**config.mk**
```make
export PLATFORM = sky130hd
export DESIGN_NAME = turn_scheduler
export DESIGN_NICKNAME = d
export VERILOG_FILES = /design/src/rtl/turn_scheduler_pkg.sv /design/src/rtl/turn_scheduler_player_rotator.sv /design/src/rtl/turn_scheduler.sv
export SDC_FILE = /design/constraint.sdc
export NUM_CORES = 1
export LEC_CHECK = 0
export CORE_UTILIZATION = 41
export DETAILED_ROUTE_END_ITERATION = 7
export GPL_TIMING_DRIVEN = 0
export PLACE_DENSITY = 0.63
export SYNTH_ARGS = -nofsm -noshare
export SYNTH_HDL_FRONTEND = slang
export SYNTH_SLANG_ARGS = --single-unit
export TNS_END_PERCENT = 30
```
**constraint.sdc**
```tcl
create_clock -name clk_100M -period 11.8 [get_ports clk_100M]
set_clock_uncertainty 0.2 [all_clocks]
set_input_delay 1.77 -clock clk_100M [delete_from_list [all_inputs] [get_ports clk_100M]]
set_output_delay 1.77 -clock clk_100M [all_outputs]
set_load 0.05 [all_outputs]
```
**src/rtl/turn_scheduler_pkg.sv**
```systemverilog
// -----------------------------------------------------------------------------
// turn_scheduler_pkg
// Types shared between the turn scheduler and the game-logic datapath.
//   turn_state_t : scheduler state (IDLE / TURN / GROW / OVER)
//   player_id_t  : player identifier, 1..7 for players, 0 for neutral/none
// -----------------------------------------------------------------------------
package turn_scheduler_pkg;

    localparam int PLAYER_ID_W = 3;

    typedef logic [PLAYER_ID_W-1:0] player_id_t;

    typedef enum logic [1:0] {
        IDLE = 2'd0,
        TURN = 2'd1,
        GROW = 2'd2,
        OVER = 2'd3
    } turn_state_t;

endpackage : turn_scheduler_pkg

```
**src/rtl/turn_scheduler_player_rotator.sv**
```systemverilog
// -----------------------------------------------------------------------------
// player_rotator
// Purely combinational helper for the turn scheduler.
// Ports:
//   alive_mask : bit i set means player i+1 is alive
//   start_id   : scan origin; 0 scans from player 1 upward
//   next_id    : first alive ID above start_id, wrapping around; may equal
//                start_id when it is the sole survivor; 0 when nobody is alive
//   alive_cnt  : number of alive players
// -----------------------------------------------------------------------------
module player_rotator
    import turn_scheduler_pkg::*;
#(
    parameter int MAX_PLAYER_CNT = 7,
    parameter int ID_W           = PLAYER_ID_W,
    parameter int CNT_W          = 3
) (
    input  logic [MAX_PLAYER_CNT-1:0] alive_mask,
    input  logic [ID_W-1:0]           start_id,
    output logic [ID_W-1:0]           next_id,
    output logic [CNT_W-1:0]          alive_cnt
);

    logic found_s;
    logic hit_s;

    // Population count plus a two-pass cyclic priority scan: first the IDs
    // strictly above start_id, then the IDs from 1 up to start_id inclusive.
    always_comb begin
        next_id   = '0;
        alive_cnt = '0;
        found_s   = 1'b0;
        hit_s     = 1'b0;
        for (int j = 0; j < MAX_PLAYER_CNT; j++) begin
            alive_cnt = alive_cnt + CNT_W'(alive_mask[j]);
        end
        for (int j = 0; j < MAX_PLAYER_CNT; j++) begin
            hit_s   = alive_mask[j] & ~found_s & ((ID_W+1)'(j + 1) > {1'b0, start_id});
            next_id = hit_s ? ID_W'(j + 1) : next_id;
            found_s = found_s | hit_s;
        end
        for (int j = 0; j < MAX_PLAYER_CNT; j++) begin
            hit_s   = alive_mask[j] & ~found_s & ((ID_W+1)'(j + 1) <= {1'b0, start_id});
            next_id = hit_s ? ID_W'(j + 1) : next_id;
            found_s = found_s | hit_s;
        end
    end

endmodule : player_rotator

```
**src/rtl/turn_scheduler.sv**
```systemverilog
// -----------------------------------------------------------------------------
// turn_scheduler
// Sequences turns of the Generals game: current/next player, round counter,
// per-turn countdown, growth-pass handshake with the datapath, game over.
// Ports:
//   clk_100M, reset      : clock, asynchronous active-high reset
//   start                : pulse, starts/restarts a game (IDLE or OVER only)
//   alive_mask           : bit i set means player i+1 is alive
//   move_done            : pulse, current player committed a move
//   grow_ack             : pulse, datapath finished the growth pass
//   current_player       : player allowed to act, 0 when no turn is active
//   next_player          : next alive player after current_player (comb.)
//   round                : round number, starts at 1, saturates
//   turn_active          : high in TURN
//   seconds_left         : remaining seconds of the turn, 0 outside TURN
//   grow_req / grow_all  : growth request level and all-land qualifier
//   game_over / winner   : game ended, sole survivor or 0
// -----------------------------------------------------------------------------
module turn_scheduler
    import turn_scheduler_pkg::*;
#(
    parameter int MAX_PLAYER_CNT      = 7,
    parameter int LOG2_MAX_PLAYER_CNT = 3,
    parameter int LOG2_MAX_ROUND      = 12,
    parameter int TICKS_PER_SEC       = 100_000_000,
    parameter int TURN_SECONDS        = 10,
    parameter int LAND_GROW_PERIOD    = 25
) (
    input  logic                               clk_100M,
    input  logic                               reset,
    input  logic                               start,
    input  logic [MAX_PLAYER_CNT-1:0]          alive_mask,
    input  logic                               move_done,
    input  logic                               grow_ack,
    output logic [LOG2_MAX_PLAYER_CNT-1:0]     current_player,
    output logic [LOG2_MAX_PLAYER_CNT-1:0]     next_player,
    output logic [LOG2_MAX_ROUND-1:0]          round,
    output logic                               turn_active,
    output logic [$clog2(TURN_SECONDS+1)-1:0]  seconds_left,
    output logic                               grow_req,
    output logic                               grow_all,
    output logic                               game_over,
    output logic [LOG2_MAX_PLAYER_CNT-1:0]     winner
);

    localparam int ID_W   = LOG2_MAX_PLAYER_CNT;
    localparam int SEC_W  = $clog2(TURN_SECONDS + 1);
    localparam int TICK_W = (TICKS_PER_SEC > 1) ? $clog2(TICKS_PER_SEC) : 1;
    localparam int CNT_W  = $clog2(MAX_PLAYER_CNT + 1);
    localparam int RND_W  = LOG2_MAX_ROUND;

    localparam logic [TICK_W-1:0] TICK_LAST   = TICK_W'(TICKS_PER_SEC - 1);
    localparam logic [SEC_W-1:0]  SEC_RELOAD  = SEC_W'(TURN_SECONDS);
    localparam logic [RND_W-1:0]  ROUND_MAX   = {RND_W{1'b1}};
    localparam logic [RND_W-1:0]  GROW_PERIOD = RND_W'(LAND_GROW_PERIOD);

    turn_state_t       state_r;
    logic [ID_W-1:0]   current_player_r;
    logic [RND_W-1:0]  round_r;
    logic              turn_active_r;
    logic [SEC_W-1:0]  seconds_left_r;
    logic [TICK_W-1:0] tick_r;
    logic              grow_req_r;
    logic              grow_all_r;
    logic              game_over_r;
    logic [ID_W-1:0]   winner_r;

    logic [ID_W-1:0]   next_player_s;
    logic [CNT_W-1:0]  alive_cnt_s;
    logic              cur_alive_s;
    logic              few_alive_s;
    logic              timeout_s;
    logic              turn_end_s;
    logic              wrap_s;
    logic              grow_all_s;
    logic [RND_W-1:0]  round_inc_s;

    // current_player is 0 outside TURN, so the same scan yields the lowest
    // alive ID whenever a new round or game begins.
    player_rotator #(
        .MAX_PLAYER_CNT (MAX_PLAYER_CNT),
        .ID_W           (ID_W),
        .CNT_W          (CNT_W)
    ) u_player_rotator (
        .alive_mask (alive_mask),
        .start_id   (current_player_r),
        .next_id    (next_player_s),
        .alive_cnt  (alive_cnt_s)
    );

    // Alive bit of the player currently holding the turn.
    always_comb begin
        cur_alive_s = 1'b0;
        for (int j = 0; j < MAX_PLAYER_CNT; j++) begin
            cur_alive_s = cur_alive_s | (alive_mask[j] & (current_player_r == ID_W'(j + 1)));
        end
    end

    assign few_alive_s = (alive_cnt_s <= CNT_W'(1));
    // The countdown reaching 0 is itself the registered timeout event.
    assign timeout_s   = (seconds_left_r == SEC_W'(0));
    assign turn_end_s  = move_done | timeout_s | ~cur_alive_s;
    assign wrap_s      = (next_player_s <= current_player_r);
    assign grow_all_s  = ((round_r % GROW_PERIOD) == RND_W'(0));
    assign round_inc_s = (round_r == ROUND_MAX) ? round_r : (round_r + RND_W'(1));

    // Scheduler FSM with tick, seconds and round counters and registered outputs.
    always_ff @(posedge clk_100M or posedge reset) begin
        if (reset) begin
            state_r          <= IDLE;
            current_player_r <= '0;
            round_r          <= '0;
            turn_active_r    <= 1'b0;
            seconds_left_r   <= '0;
            tick_r           <= '0;
            grow_req_r       <= 1'b0;
            grow_all_r       <= 1'b0;
            game_over_r      <= 1'b0;
            winner_r         <= '0;
        end else begin
            case (state_r)
                IDLE, OVER: begin
                    if (start) begin
                        if (few_alive_s) begin
                            state_r          <= OVER;
                            current_player_r <= '0;
                            game_over_r      <= 1'b1;
                            winner_r         <= next_player_s;
                        end else begin
                            state_r          <= TURN;
                            current_player_r <= next_player_s;
                            round_r          <= RND_W'(1);
                            turn_active_r    <= 1'b1;
                            seconds_left_r   <= SEC_RELOAD;
                            tick_r           <= '0;
                            game_over_r      <= 1'b0;
                            winner_r         <= '0;
                        end
                    end
                end
                TURN: begin
                    if (turn_end_s) begin
                        tick_r <= '0;
                        if (few_alive_s) begin
                            state_r          <= OVER;
                            current_player_r <= '0;
                            turn_active_r    <= 1'b0;
                            seconds_left_r   <= '0;
                            game_over_r      <= 1'b1;
                            // With at most one survivor the scan returns it, or 0.
                            winner_r         <= next_player_s;
                        end else if (wrap_s) begin
                            state_r          <= GROW;
                            current_player_r <= '0;
                            turn_active_r    <= 1'b0;
                            seconds_left_r   <= '0;
                            grow_req_r       <= 1'b1;
                            grow_all_r       <= grow_all_s;
                        end else begin
                            current_player_r <= next_player_s;
                            seconds_left_r   <= SEC_RELOAD;
                        end
                    end else if (tick_r == TICK_LAST) begin
                        tick_r         <= '0;
                        seconds_left_r <= seconds_left_r - SEC_W'(1);
                    end else begin
                        tick_r <= tick_r + TICK_W'(1);
                    end
                end
                GROW: begin
                    // An ack is only honoured once the request is visible.
                    if (grow_ack && grow_req_r) begin
                        round_r    <= round_inc_s;
                        grow_req_r <= 1'b0;
                        grow_all_r <= 1'b0;
                        if (alive_cnt_s == CNT_W'(0)) begin
                            state_r     <= OVER;
                            game_over_r <= 1'b1;
                            winner_r    <= '0;
                        end else begin
                            state_r          <= TURN;
                            current_player_r <= next_player_s;
                            turn_active_r    <= 1'b1;
                            seconds_left_r   <= SEC_RELOAD;
                            tick_r           <= '0;
                        end
                    end
                end
                default: begin
                    state_r <= IDLE;
                end
            endcase
        end
    end

    assign current_player = current_player_r;
    assign next_player    = next_player_s;
    assign round          = round_r;
    assign turn_active    = turn_active_r;
    assign seconds_left   = seconds_left_r;
    assign grow_req       = grow_req_r;
    assign grow_all       = grow_all_r;
    assign game_over      = game_over_r;
    assign winner         = winner_r;

endmodule : turn_scheduler

```
=== After elaboration in Yosys (flattened, before gate mapping) ===
Index checks and enable logic that the tools add are counted.

* Flip-flop bits (word level): 55
* Input port bits: 12
* Output and inout port bits: 29
* Word-level logic and storage cells: 226

* $add $sub $neg: 9
* Divide/modulo/power cells: 1
* Order comparisons: 16
* Equality and inequality tests: 24
* Multiplexer cells: 82
* Bitwise operators: 68
* Reduce and logical (&&, ||, !) cells: 16

{| class="wikitable"
|+ Operators by type and width
! operator !! number
|-
| $mux 27 || 6
|-
| $pmux 27 s3 || 1
|-
| $mux 3 || 26
|-
| $mux 12 || 4
|-
| $and 1x1->1 || 34
|-
| $mux 4 || 8
|-
| $add 27x1->27 const B || 1
|-
| $eq 27x27->1 const B || 1
|-
| $pmux 12 s2 || 1
|-
| $mux 1 || 21
|-
| $ne 2x2->1 const B || 10
|-
| $or 1x1->1 || 20
|-
| $reduce_and 5->1 || 4
|-
| $pmux 3 s3 || 2
|-
| $add 3x1->3 || 5
|-
| $mux 2 || 7
|-
| $not 1->1 || 14
|-
| $add 12x1->12 const B || 1
|-
| $eq 12x12->1 const B || 1
|-
| $eq 3x3->1 const B || 4
|-
| $gt 3x3->1 const A || 4
|-
| $le 3x3->1 const A || 4
|-
| $logic_not 12->1 || 1
|-
| $mod 12x5->12 const B || 1
|-
| 25 further kinds || 35
|}

=== Depth between registers and ports, before layout ===
Gate-level depths: netlist of run 1.

* Word-level depth: 59
* Gate-level depth with buffers: 30
* Depth with buffers taken out: 26

=== Hierarchy ===
Synthesis of run 1 repeated with hierarchy kept, for this count alone.

* Cells, all modules: 738
* Area total of the unflattened synthesis: 5,661.7 µm²

{| class="wikitable"
|+ Modules (own cells, without submodules)
! module !! times used !! cells an instance !! area each (µm²) !! sequential area each (µm²)
|-
| turn_scheduler || 1 || 666 || 5,207.5 || 1,376.3
|-
| player_rotator || 1 || 72 || 454.2 || 0.0
|}

=== Worst setup path after synthesis of run 1 ===
Ideal clock, no wire load.

* Path type: register to register
* From: register round_r[1], in the netlist round[1]
* To: register grow_all_r, in the netlist grow_all
* Library setup time: 120 ps
* Arrival: 6,622 ps
* Required time: 11,480 ps
* Path slack: 4,857 ps
* Cell stages (with the launch flop): 31
* Buffers on the path: 4
* Period minus slack after synthesis: 6,943 ps
* Path through: dfrtp_1 -> clkbuf_1 -> inv_1 -> ha_1 -> nor4b_2 -> a22oi_2 -> o21ai_0 -> nor3b_1 -> a2111o_1 -> buf_2 -> o21a_1 -> buf_4 -> a32oi_2 -> o21ai_2 -> or4_1 -> a31o_1 -> buf_6 -> o21a_1 -> xnor2_1 -> ha_1 -> o311a_1 -> a21oi_4 -> nand2_1 -> xnor2_1 -> ha_1 -> nand3_1 -> mux2i_1 -> or4_1 -> a21oi_1 -> or3_1 -> a41o_1

* Word-level cells in the longest chain between the ends: 6

{| class="wikitable"
|+ Ends and longest elaborated chain
! element !! line !! text
|-
| start: declaration || turn_scheduler.sv:59 || <nowiki>logic [RND_W-1:0] round_r;</nowiki>
|-
| start signal: assignment || turn_scheduler.sv:173 || <nowiki>round_r <= round_inc_s;</nowiki>
|-
| $mod 12x5->12 || turn_scheduler.sv:104 || <nowiki>assign grow_all_s = ((round_r % GROW_PERIOD) == RND_W'(0));</nowiki>
|-
| $logic_not 12->1 || turn_scheduler.sv:104 ||
|-
| $mux 1 || turn_scheduler.sv:152 || <nowiki>end else if (wrap_s) begin</nowiki>
|-
| $mux 1 || turn_scheduler.sv:144 || <nowiki>if (few_alive_s) begin</nowiki>
|-
| $mux 1 || turn_scheduler.sv:142 || <nowiki>if (turn_end_s) begin</nowiki>
|-
| $pmux 1 s2 || turn_scheduler.sv:121 || <nowiki>case (state_r)</nowiki>
|-
| end signal: assignment || turn_scheduler.sv:158 || <nowiki>grow_all_r <= grow_all_s;</nowiki>
|-
| end: declaration || turn_scheduler.sv:64 || <nowiki>logic grow_all_r;</nowiki>
|}

No other way between the ends. The select of a mux whose other input is x is not followed.
A chain may end at the register's enable or synchronous reset.

=== Worst setup path after layout of run 1 ===
Ends and elaborated chain as after synthesis.

==> impl_metrics.py, run 1 <==
metrics = {
    "routing": {
        "vias_per_cell": 6.014,
        "vias": 5551,
        "routedWlPerCell_um": 16.00,
        "drcViolationCount": 0,
        "wirelength_um": 14770,
        "antenna_left": 0,
        "first_pass_iters": 5,
        "first_iter_violations": 583,
    },
    "placement": {
        "preCtsSetupSlack_ns": 4.384,
        "dp_hpwl_um": 11170,
        "dpl_cell_area_um2": 6085,
        "port_buffers": 40,
        "post-place-cells": 915,
        "gp_congestion": 0.9326,
    },
    "clocking": {
        "clk_pin_slew_ns": 0.07,
        "clockBufferDepth": 2,
        "cts.hold.buffers_added": 0,
        "numCtsBuffers": 5,
        "htree_levels": 2,
        "clk_latency_ns": 0.29,
        "cts.root.buffer_cell": "clkbuf_16",
        "numClockSinks": 55,
        "tritoncts": "yes",
        "post_cts_resized": 0,
        "post_cts_buffers": 0,
    },
    "sta": {
        "rsz0062_at_grt": "false",
        "final-hold-violation-count": 0,
        "slew_headroom_pct": 36.92,
        "setup_viol": 0,
        "fmax_ghz": 0.1332,
        "min_period_ns": 7.508,
        "layout_setup_ws_ns": 4.292,
        "finalHoldWorstSlack_ns": 0.3044,
        "tightest_slew_ns": 0.9462,
        "final.setup.tns_ns": 0,
        "period_share_pct": 63.63,
        "maxSlewViolCount": 0,
    },
    "pwr": {
        "switching_share_pct": 49.72,
        "internal-power_uw": 502.3,
        "leakagePower_nw": 2.617,
        "p_switching_uw": 496.8,
        "clkPwrFrac_pct": 14.5,
        "power_frac_comb_pct": 61.7,
        "power_density_nw_per_um2": 160.6,
        "p_total_uw": 999.1,
        "seq_power_share_pct": 23.8,
        "vdd_drop_max_mv": 0.09681,
    },
    "critical_path": {
        "critPathArrivalTime_ns": 7.49,
        "cp.required_ns": 11.78,
        "cp_slowest_cell": "or4_1",
        "path_class": "reg -> reg",
        "max_stage_delay_ns": 0.53,
        "cp_max_fo": 10,
        "cp-end-kind": "register",
        "startpoint_type": "register",
        "crit_path_frequent_cell": "ha_1",
        "worstRegToRegCells": 30,
    },
    "global_route": {
        "grt_usage_pct": 22.19,
        "grt-ovfl-total": 0,
        "grt_antenna_before_repair": 0,
        "grt_start_max_net_pins": 39,
        "grt_pass1_wl_um": 24660,
        "grt_pass1_vias": 5136,
    },
    "synthesis": {
        "synth-seq-cells": 55,
        "synth_edf_count": 0,
        "synthCells": 702,
        "synthArstFlopShare_pct": 100.0,
        "syn_area_um2": 5449,
        "synth_warnings": 0,
        "synth_cell_types": 89,
        "ys.flop_type": "dfrtp_1",
        "yosysSeqAreaShare_pct": 25.26,
        "synth_nets": 734,
        "syn_area_per_cell_um2": 7.762,
    },
    "die": {
        "start_util_pct": 42.66,
        "ios": 41,
        "core_area_um2": 12770,
        "rows": 41,
        "die_y_um": 117.3,
        "die_area_um2": 13760,
        "fp.dieW_um": 117.3,
    },
    "layout": {
        "seqCellArea_um2": 1376,
        "area_growth_pct": 14.19,
        "layout-drive-gt1-share_pct": 7.190,
        "multi_input_area_um2": 3730,
        "utilization_pct": 48.71,
        "n_antenna_cell": 0,
        "layoutNonFillerInstCount": 923,
        "fillers": 1271,
        "final_nets": 782,
        "final_area_um2": 6222,
    },
    "run": {
        "cap_violations": 0,
    },
    "status": {
        "status": "finished, final reports clean",
    },
    "hold_path": {
        "hp-class": "reg -> reg",
        "whs_path_depth": 1,
    },
}
-- critical path: cells and delay by family (launching register included) --
family	cells	cell delay, ns
muxes	1	0.19
xor gates and xnor gates	2	0.48
and+or+nand+nor	8	2.00
DFF	1	0.44
AOI/OAI and AO/OA	11	2.45
buffers and inverters	5	0.91
adders and majority gates	3	0.72
-- worst paths after layout --
kind / from / endpoint / slack [ns]
min: tick_r[5] / tick_r[5] / 0.30
min reg2reg: tick_r[5] / tick_r[5] / 0.30
max reg2reg: round[1] / grow_all / 4.29
min in group asynchronous: reset / tick_r[14] / 1.57
max in group asynchronous: reset / round[6] / 9.30
max: round[1] / grow_all / 4.29
-- power groups by stage --
stage / clock, mW / combinational [mW] / sequential (mW)
finish: 0.145 / 0.617 / 0.237
global route: 0.155 / 0.675 / 0.241
CTS: 0.148 / 0.618 / 0.238
detailed placement: 0 / 0.611 / 0.241
global placement: 0 / 0.603 / 0.240
floorplan: 0 / 0.378 / 0.306
-- per-layer routing --
layer / vias to the layer above / wire (um) / global-route usage, %
li1: 2705 / - / -
met3: 16 / 727 / 2.832
met5: - / 0 / 0
met2: 151 / 6826 / 36.12
met1: 2679 / 7072 / 31.62
met4: 0 / 138 / 4.388
-- final cells by class --
| class | instances | area share (%) |
|---|---|---|
| Multi-Input combinational cell | 569 | 59.94 |
| Sequential cell | 55 | 22.12 |
| Timing Repair Buffer | 41 | 6.756 |
| Tap cell | 172 | 3.459 |
| Buffer | 40 | 3.217 |
| Inverter | 38 | 2.292 |
| Clock buffer | 7 | 2.132 |
| Clock inverter | 1 | 0.08043 |
-- synth_stat cells, types with 6 or more instances --
| master | instances | area [um2] |
|---|---|---|
| nor2_1 | 63 | 236.5 |
| a21o_1 | 11 | 82.58 |
| nor3_1 | 17 | 85.08 |
| nand2b_1 | 10 | 62.56 |
| xor2_1 | 13 | 113.9 |
| inv_1 | 37 | 138.9 |
| o21a_1 | 9 | 67.56 |
| or2_2 | 6 | 37.54 |
| o211ai_1 | 9 | 67.56 |
| xnor2_1 | 14 | 122.6 |
| nand3_1 | 28 | 140.1 |
| nand4_1 | 11 | 68.82 |
| buf_2 | 10 | 50.05 |
| nand2_1 | 57 | 214.0 |
| or3_1 | 10 | 62.56 |
| clkbuf_1 | 23 | 86.33 |
| dfrtp_1 | 55 | 1376 |
| a22o_1 | 9 | 78.83 |
| nor2b_1 | 16 | 100.1 |
| o31ai_1 | 7 | 52.55 |
| o22ai_1 | 10 | 62.56 |
| ha_1 | 17 | 212.7 |
| and2_1 | 12 | 75.07 |
| o21ai_0 | 59 | 295.3 |
| nor4_1 | 8 | 50.05 |
| a31oi_1 | 9 | 56.30 |
| and3_1 | 15 | 93.84 |
| a21oi_1 | 34 | 170.2 |
-- state kept, by name, indices dropped and copies added, names as in the netlist --
| name | flops |
|---|---|
| state_r | 2 |
| seconds_left | 4 |
| grow_req | 1 |
| winner | 3 |
| round | 12 |
| tick_r | 27 |
| game_over | 1 |
| current_player | 3 |
| turn_active | 1 |
| grow_all | 1 |
-- placed cells by master (no fill, tap or decap), types with 25 or more instances in the layout --
master	Yosys	routed
o21ai_0	59	59
clkbuf_1	23	25
inv_1	37	36
clkdlybuf4s50_1	0	40
nor2_1	63	63
dfrtp_1	55	55
nand2_1	57	57
a21oi_1	34	34
nand3_1	28	28
-- kinds of logic (layout without fill, tap and decap cells) --
| logic type | after synthesis | in the layout | synth area share (%) |
|---|---|---|---|
| AOI/OAI and AO/OA | 232 | 232 | 29.94 |
| xor gates and xnor gates | 27 | 27 | 4.340 |
| adders and majority gates | 21 | 21 | 5.189 |
| buffers and inverters | 78 | 127 | 6.291 |
| DFF | 55 | 55 | 25.26 |
| muxes | 9 | 9 | 1.952 |
| and+or+nand+nor | 280 | 280 | 27.03 |
Power figures use the tool's default switching activity.
==> inputs of run 2 (changes only) <==
==> constraint.sdc (replaced) <==
create_clock -name clk_100M -period 7.75 [get_ports clk_100M]
set_clock_uncertainty 0.2 [all_clocks]
set_input_delay 1.1625 -clock clk_100M [delete_from_list [all_inputs] [get_ports clk_100M]]
set_output_delay 1.1625 -clock clk_100M [all_outputs]
set_load 0.05 [all_outputs]
==> run 2 against run 1 <==
Compared with the run above:
- non-clock buffer count grew 2
- routed wire length is essentially flat
- utilization grew 0.23 points
- die area is the same
- critical endpoint unchanged
- critical path type unchanged
- cell count grew 0.22%
==> impl_metrics.py, run 2 (synthesized netlist as in run 1, its figures left out) <==
metrics = {
    "routing": {
        "vias": 5552,
        "first_pass_iters": 5,
        "routedWlPerCell_um": 15.97,
        "first_iter_violations": 544,
        "vias_per_cell": 6.002,
        "antenna_left": 0,
        "drcViolationCount": 0,
        "wirelength_um": 14770,
    },
    "layout": {
        "n_antenna_cell": 0,
        "mostFrequentLayoutCells": "nor2_1 (63), o21ai_0 (59), nand2_1 (57)",
        "multi_input_area_um2": 3739,
        "layout-drive-gt1-share_pct": 7.703,
        "largest_reg_flops": 27,
        "seqCellArea_um2": 1376,
        "final_common_cell": "nor2_1",
        "final_nets": 784,
        "area_growth_pct": 14.72,
        "fillers": 1262,
        "utilization_pct": 48.94,
        "regMostFlops": "tick_r",
    },
    "sta": {
        "fmax_ghz": 0.1377,
        "final.setup.tns_ns": 0,
        "layout_setup_ws_ns": 0.4859,
        "slew_headroom_pct": 37.06,
        "final-hold-violation-count": 0,
        "finalHoldWorstSlack_ns": 0.3027,
        "setup_viol": 0,
        "min_period_ns": 7.264,
        "period_share_pct": 93.73,
        "rsz0062_at_grt": "false",
        "tightest_slew_ns": 0.9442,
        "maxSlewViolCount": 0,
    },
    "pwr": {
        "clkPwrFrac_pct": 14.5,
        "vdd_drop_max_mv": 0.1473,
        "internal-power_uw": 767.4,
        "p_total_mw": 1.525,
        "p_switching_uw": 757.1,
        "switching_share_pct": 49.66,
        "seq_power_share_pct": 24.0,
        "leakagePower_nw": 2.636,
        "power_density_nw_per_um2": 243.9,
        "power_frac_comb_pct": 61.6,
    },
    "critical_path": {
        "crit_path_frequent_cell": "ha_1",
        "max_stage_delay_ns": 0.53,
        "crit_buf_inv": 5,
        "cp.required_ns": 7.73,
        "cp_max_fo": 10,
        "path_class": "reg -> reg",
        "startpoint_type": "register",
        "critPathArrivalTime_ns": 7.25,
        "cp-end-kind": "register",
        "cp_slowest_cell": "or4_1",
        "cp_top_family": "compound AO/OA/AOI/OAI gates",
    },
    "clocking": {
        "htree_levels": 2,
        "clockBufferDepth": 2,
        "numClockSinks": 55,
        "numCtsBuffers": 5,
        "cts.root.buffer_cell": "clkbuf_16",
        "clk_latency_ns": 0.29,
        "clk_pin_slew_ns": 0.07,
        "tritoncts": "yes",
    },
    "placement": {
        "gp_congestion": 0.9326,
        "dp_hpwl_um": 11170,
        "port_buffers": 40,
        "preCtsSetupSlack_ns": 0.3343,
    },
    "status": {
        "status": "finished, final reports clean",
    },
    "global_route": {
        "grt_pass1_wl_um": 24660,
        "grt-ovfl-total": 0,
        "grt_usage_pct": 22.19,
        "grt_start_max_net_pins": 39,
        "grt_antenna_before_repair": 0,
        "grt_pass1_vias": 5136,
    },
    "die": {
        "die_area_um2": 13760,
        "start_util_pct": 42.66,
        "fp.dieW_um": 117.3,
        "rows": 41,
        "ios": 41,
        "core_area_um2": 12770,
        "die_y_um": 117.3,
    },
    "hold_path": {
        "hp-class": "reg -> reg",
    },
    "run": {
        "cap_violations": 0,
    },
}
run 2: routing by layer:
metal | up-vias | GRT usage, % | part of all wire (%)
li1 | 2704 | - | -
met1 | 2675 | 31.62 | 47
met2 | 154 | 36.12 | 47
met3 | 19 | 2.832 | 5.5
met4 | 0 | 4.388 | 1.0
met5 | - | 0 | 0
run 2: stage by stage:
step | std cells | instance area [um2]
after detailed placement | 915 | 6085
after floorplan | 702 | 5449
final | 925 | 6251
after CTS | 923 | 6222
after global placement | 914 | 6065
after global routing | 925 | 6251
run 2: cell type report:
cell class,instances,area share (%)
Multi-Input combinational cell,569,59.81
Sequential cell,55,22.02
Timing Repair Buffer,44,7.086
Tap cell,172,3.443
Buffer,39,3.163
Inverter,38,2.282
Clock buffer,7,2.122
Clock inverter,1,0.08006
run 2: final timing paths:
path / from / endpoint / slack [ns] / cells past startpoint
max: round[1] / grow_all / 0.49 / 30
min: tick_r[5] / tick_r[5] / 0.30 / 1
min reg2reg: tick_r[5] / tick_r[5] / 0.30 / 1
max reg2reg: round[1] / grow_all / 0.49 / 30
max in group asynchronous: reset / round[6] / 5.86 / 3
min in group asynchronous: reset / tick_r[14] / 0.96 / 2
run 2: power by group through the flow:
stage          logic [mW]  registers, mW  clock network, mW
2_1_floorplan       0.575          0.465                  0
3_3_place_gp        0.918          0.365                  0
3_5_place_dp        0.931          0.367                  0
4_1_cts             0.941          0.362              0.225
5_1_grt              1.03          0.371              0.236
6_report            0.939          0.365              0.221
run 2: timing repair:
| item | 4_1_cts | 5_1_grt |
|---|---|---|
| gates resized for setup | 0 | 3 |
| hold endpoints to repair | 0 | 0 |
| hold buffers | 0 | 0 |
| endpoints found under the setup margin | 0 | 1 |
| buffers inserted | 0 | 3 |
==> inputs of run 3 (changes only) <==
--- a/config.mk
+++ b/config.mk
@@ -7,7 +7,6 @@
 export LEC_CHECK = 0
 export CORE_UTILIZATION = 41
 export DETAILED_ROUTE_END_ITERATION = 7
-export GPL_TIMING_DRIVEN = 0
 export PLACE_DENSITY = 0.63
 export SYNTH_ARGS = -nofsm -noshare
 export SYNTH_HDL_FRONTEND = slang
==> run 3 against run 2 <==
Compared with the run above:
- utilization is 1.4 points lower
- clock power is 14% higher
- register-to-register slack better by 0.02 ns
- flip-flop and latch count stayed put
- critical endpoint unchanged
- total power is 0.65% higher
- critical path depth is 6 lower
- first-iteration DRC count is 11% lower
- routed wire length is 8.3% lower
==> impl_metrics.py, run 3 (synthesized netlist as in run 1, its figures left out) <==
metrics = {
    "run": {
        "cap_violations": 0,
    },
    "pwr": {
        "internal-power_uw": 794.0,
        "p_total_mw": 1.534,
        "clkPwrFrac_pct": 16.3,
        "power_frac_comb_pct": 58.2,
        "power_density_nw_per_um2": 252.6,
        "p_switching_uw": 740.5,
        "leakagePower_nw": 2.519,
        "seq_power_share_pct": 25.5,
        "switching_share_pct": 48.26,
        "vdd_drop_max_mv": 0.1392,
    },
    "layout": {
        "final_common_cell": "nor2_1",
        "utilization_pct": 47.57,
        "layoutNonFillerInstCount": 887,
        "area_growth_pct": 11.50,
        "fillers": 1226,
        "layout-drive-gt1-share_pct": 6.713,
        "n_antenna_cell": 0,
        "largest_reg_flops": 27,
        "mostFrequentLayoutCells": "nor2_1 (63), o21ai_0 (59), nand2_1 (57)",
        "regMostFlops": "tick_r",
        "final_nets": 747,
        "final_area_um2": 6076,
    },
    "die": {
        "core_area_um2": 12770,
        "die_area_um2": 13760,
        "die_y_um": 117.3,
        "fp.dieW_um": 117.3,
        "start_util_pct": 42.66,
        "rows": 41,
        "ios": 41,
    },
    "sta": {
        "final.setup.tns_ns": 0,
        "rsz0062_at_grt": "false",
        "fmax_ghz": 0.1380,
        "layout_setup_ws_ns": 0.5014,
        "slew_headroom_pct": 34.24,
        "setup_viol": 0,
        "min_period_ns": 7.249,
        "tightest_slew_ns": 0.9821,
        "maxSlewViolCount": 0,
        "period_share_pct": 93.53,
        "finalHoldWorstSlack_ns": 0.2982,
        "final-hold-violation-count": 0,
    },
    "critical_path": {
        "crit_buf_inv": 0,
        "path_class": "reg -> reg",
        "cp_top_family": "compound AO/OA/AOI/OAI gates",
        "cp_max_fo": 20,
        "max_stage_delay_ns": 0.64,
        "cp_slowest_cell": "or4b_1",
        "crit_chain": "or4b_1 > a31o_1 > a22o_1 > mux2_2 > a31oi_2 > o21a_1 > nand4_1 > and2_1 > or4_1 > a31o_1 > o21a_1 > xnor2_1 > ha_1 > o311a_1 > a21oi_4 > nand2_1 > xnor2_1 > ha_1 > nand3_1 > mux2i_1 > or4_1 > a21oi_1 > or3_1 > a41o_1",
        "startpoint_type": "register",
        "cp.required_ns": 7.73,
        "worstRegToRegCells": 24,
        "critPathArrivalTime_ns": 7.23,
        "worst-path-stages": 24,
        "cp-end-kind": "register",
    },
    "clocking": {
        "cts.root.buffer_cell": "clkbuf_16",
        "numCtsBuffers": 5,
        "numClockSinks": 55,
        "clockBufferDepth": 2,
        "clk_pin_slew_ns": 0.07,
        "post_cts_buffers": 0,
        "clk_latency_ns": 0.29,
        "htree_levels": 2,
        "tritoncts": "yes",
    },
    "routing": {
        "drcViolationCount": 0,
        "routedWlPerCell_um": 15.28,
        "vias": 5284,
        "first_iter_violations": 483,
        "antenna_left": 0,
        "first_pass_iters": 6,
        "vias_per_cell": 5.957,
        "wirelength_um": 13550,
    },
    "placement": {
        "preCtsSetupSlack_ns": 0.3393,
        "gp_congestion": 0.8906,
        "port_buffers": 40,
        "post-place-cells": 880,
        "dpl_cell_area_um2": 5909,
        "dp_hpwl_um": 9802,
    },
    "hold_path": {
        "whs_path_depth": 1,
        "hp-class": "reg -> reg",
    },
    "global_route": {
        "grt_start_max_net_pins": 56,
        "grt_usage_pct": 20.71,
        "grt_antenna_before_repair": 0,
        "grt_pass1_wl_um": 23440,
        "grt-ovfl-total": 0,
        "grt_pass1_vias": 4855,
    },
    "status": {
        "status": "finished, final reports clean",
    },
}
[run 3: changes by cell type in the layout (fill, tap and decap cells not counted), moves of 3 or more]
cell | before | now
dfrtp_2 | 0 | 6
dfrtp_1 | 55 | 49
buf_6 | 3 | 0
buf_2 | 10 | 0
clkbuf_1 | 23 | 1
[run 3: what timing repair did]
action,CTS,global route
hold buffers,0,0
endpoints found under the setup margin,0,1
gates resized for setup,0,6
endpoints found under the hold margin,0,0
[run 3: worst paths after layout]
kind,start,endpoint,slack [ns]
worst max-delay path,round[8],grow_all,0.50
worst min-delay path,tick_r[5],tick_r[5],0.30
worst max register to register,round[8],grow_all,0.50
worst min register to register,tick_r[5],tick_r[5],0.30
max in group asynchronous,reset,round[9],5.67
min in group asynchronous,reset,tick_r[13],1.18
[run 3: power groups by stage]
stage,logic (mW),clock network (mW),registers [mW]
after floorplan,0.575,0,0.465
after global placement,0.875,0,0.393
after detailed placement,0.886,0,0.395
after CTS,0.891,0.256,0.390
after global routing,0.984,0.266,0.399
final,0.893,0.251,0.391
[run 3: final cells by class]
cell class	instances	area, um2	share of cell area [%]
Inverter	38	142.6	2.348
Tap cell	172	215.2	3.542
Multi-Input combinational cell	569	3730	61.39
Clock buffer	6	128.9	2.121
Clock inverter	1	30.03	0.4942
Timing Repair Buffer	46	445.4	7.331
Sequential cell	55	1384	22.78
[run 3: layer usage]
metal  part of all wire [%]  wire length [um]  global-route usage (%)  vias up
li1                       -                 -                       -     2632
met1                     50              6804                   30.65     2519
met2                     46              6174                   32.90      120
met3                    3.5               470                   2.111       13
met4                   0.75               102                   3.629        0
met5                      0                 0                       0        -
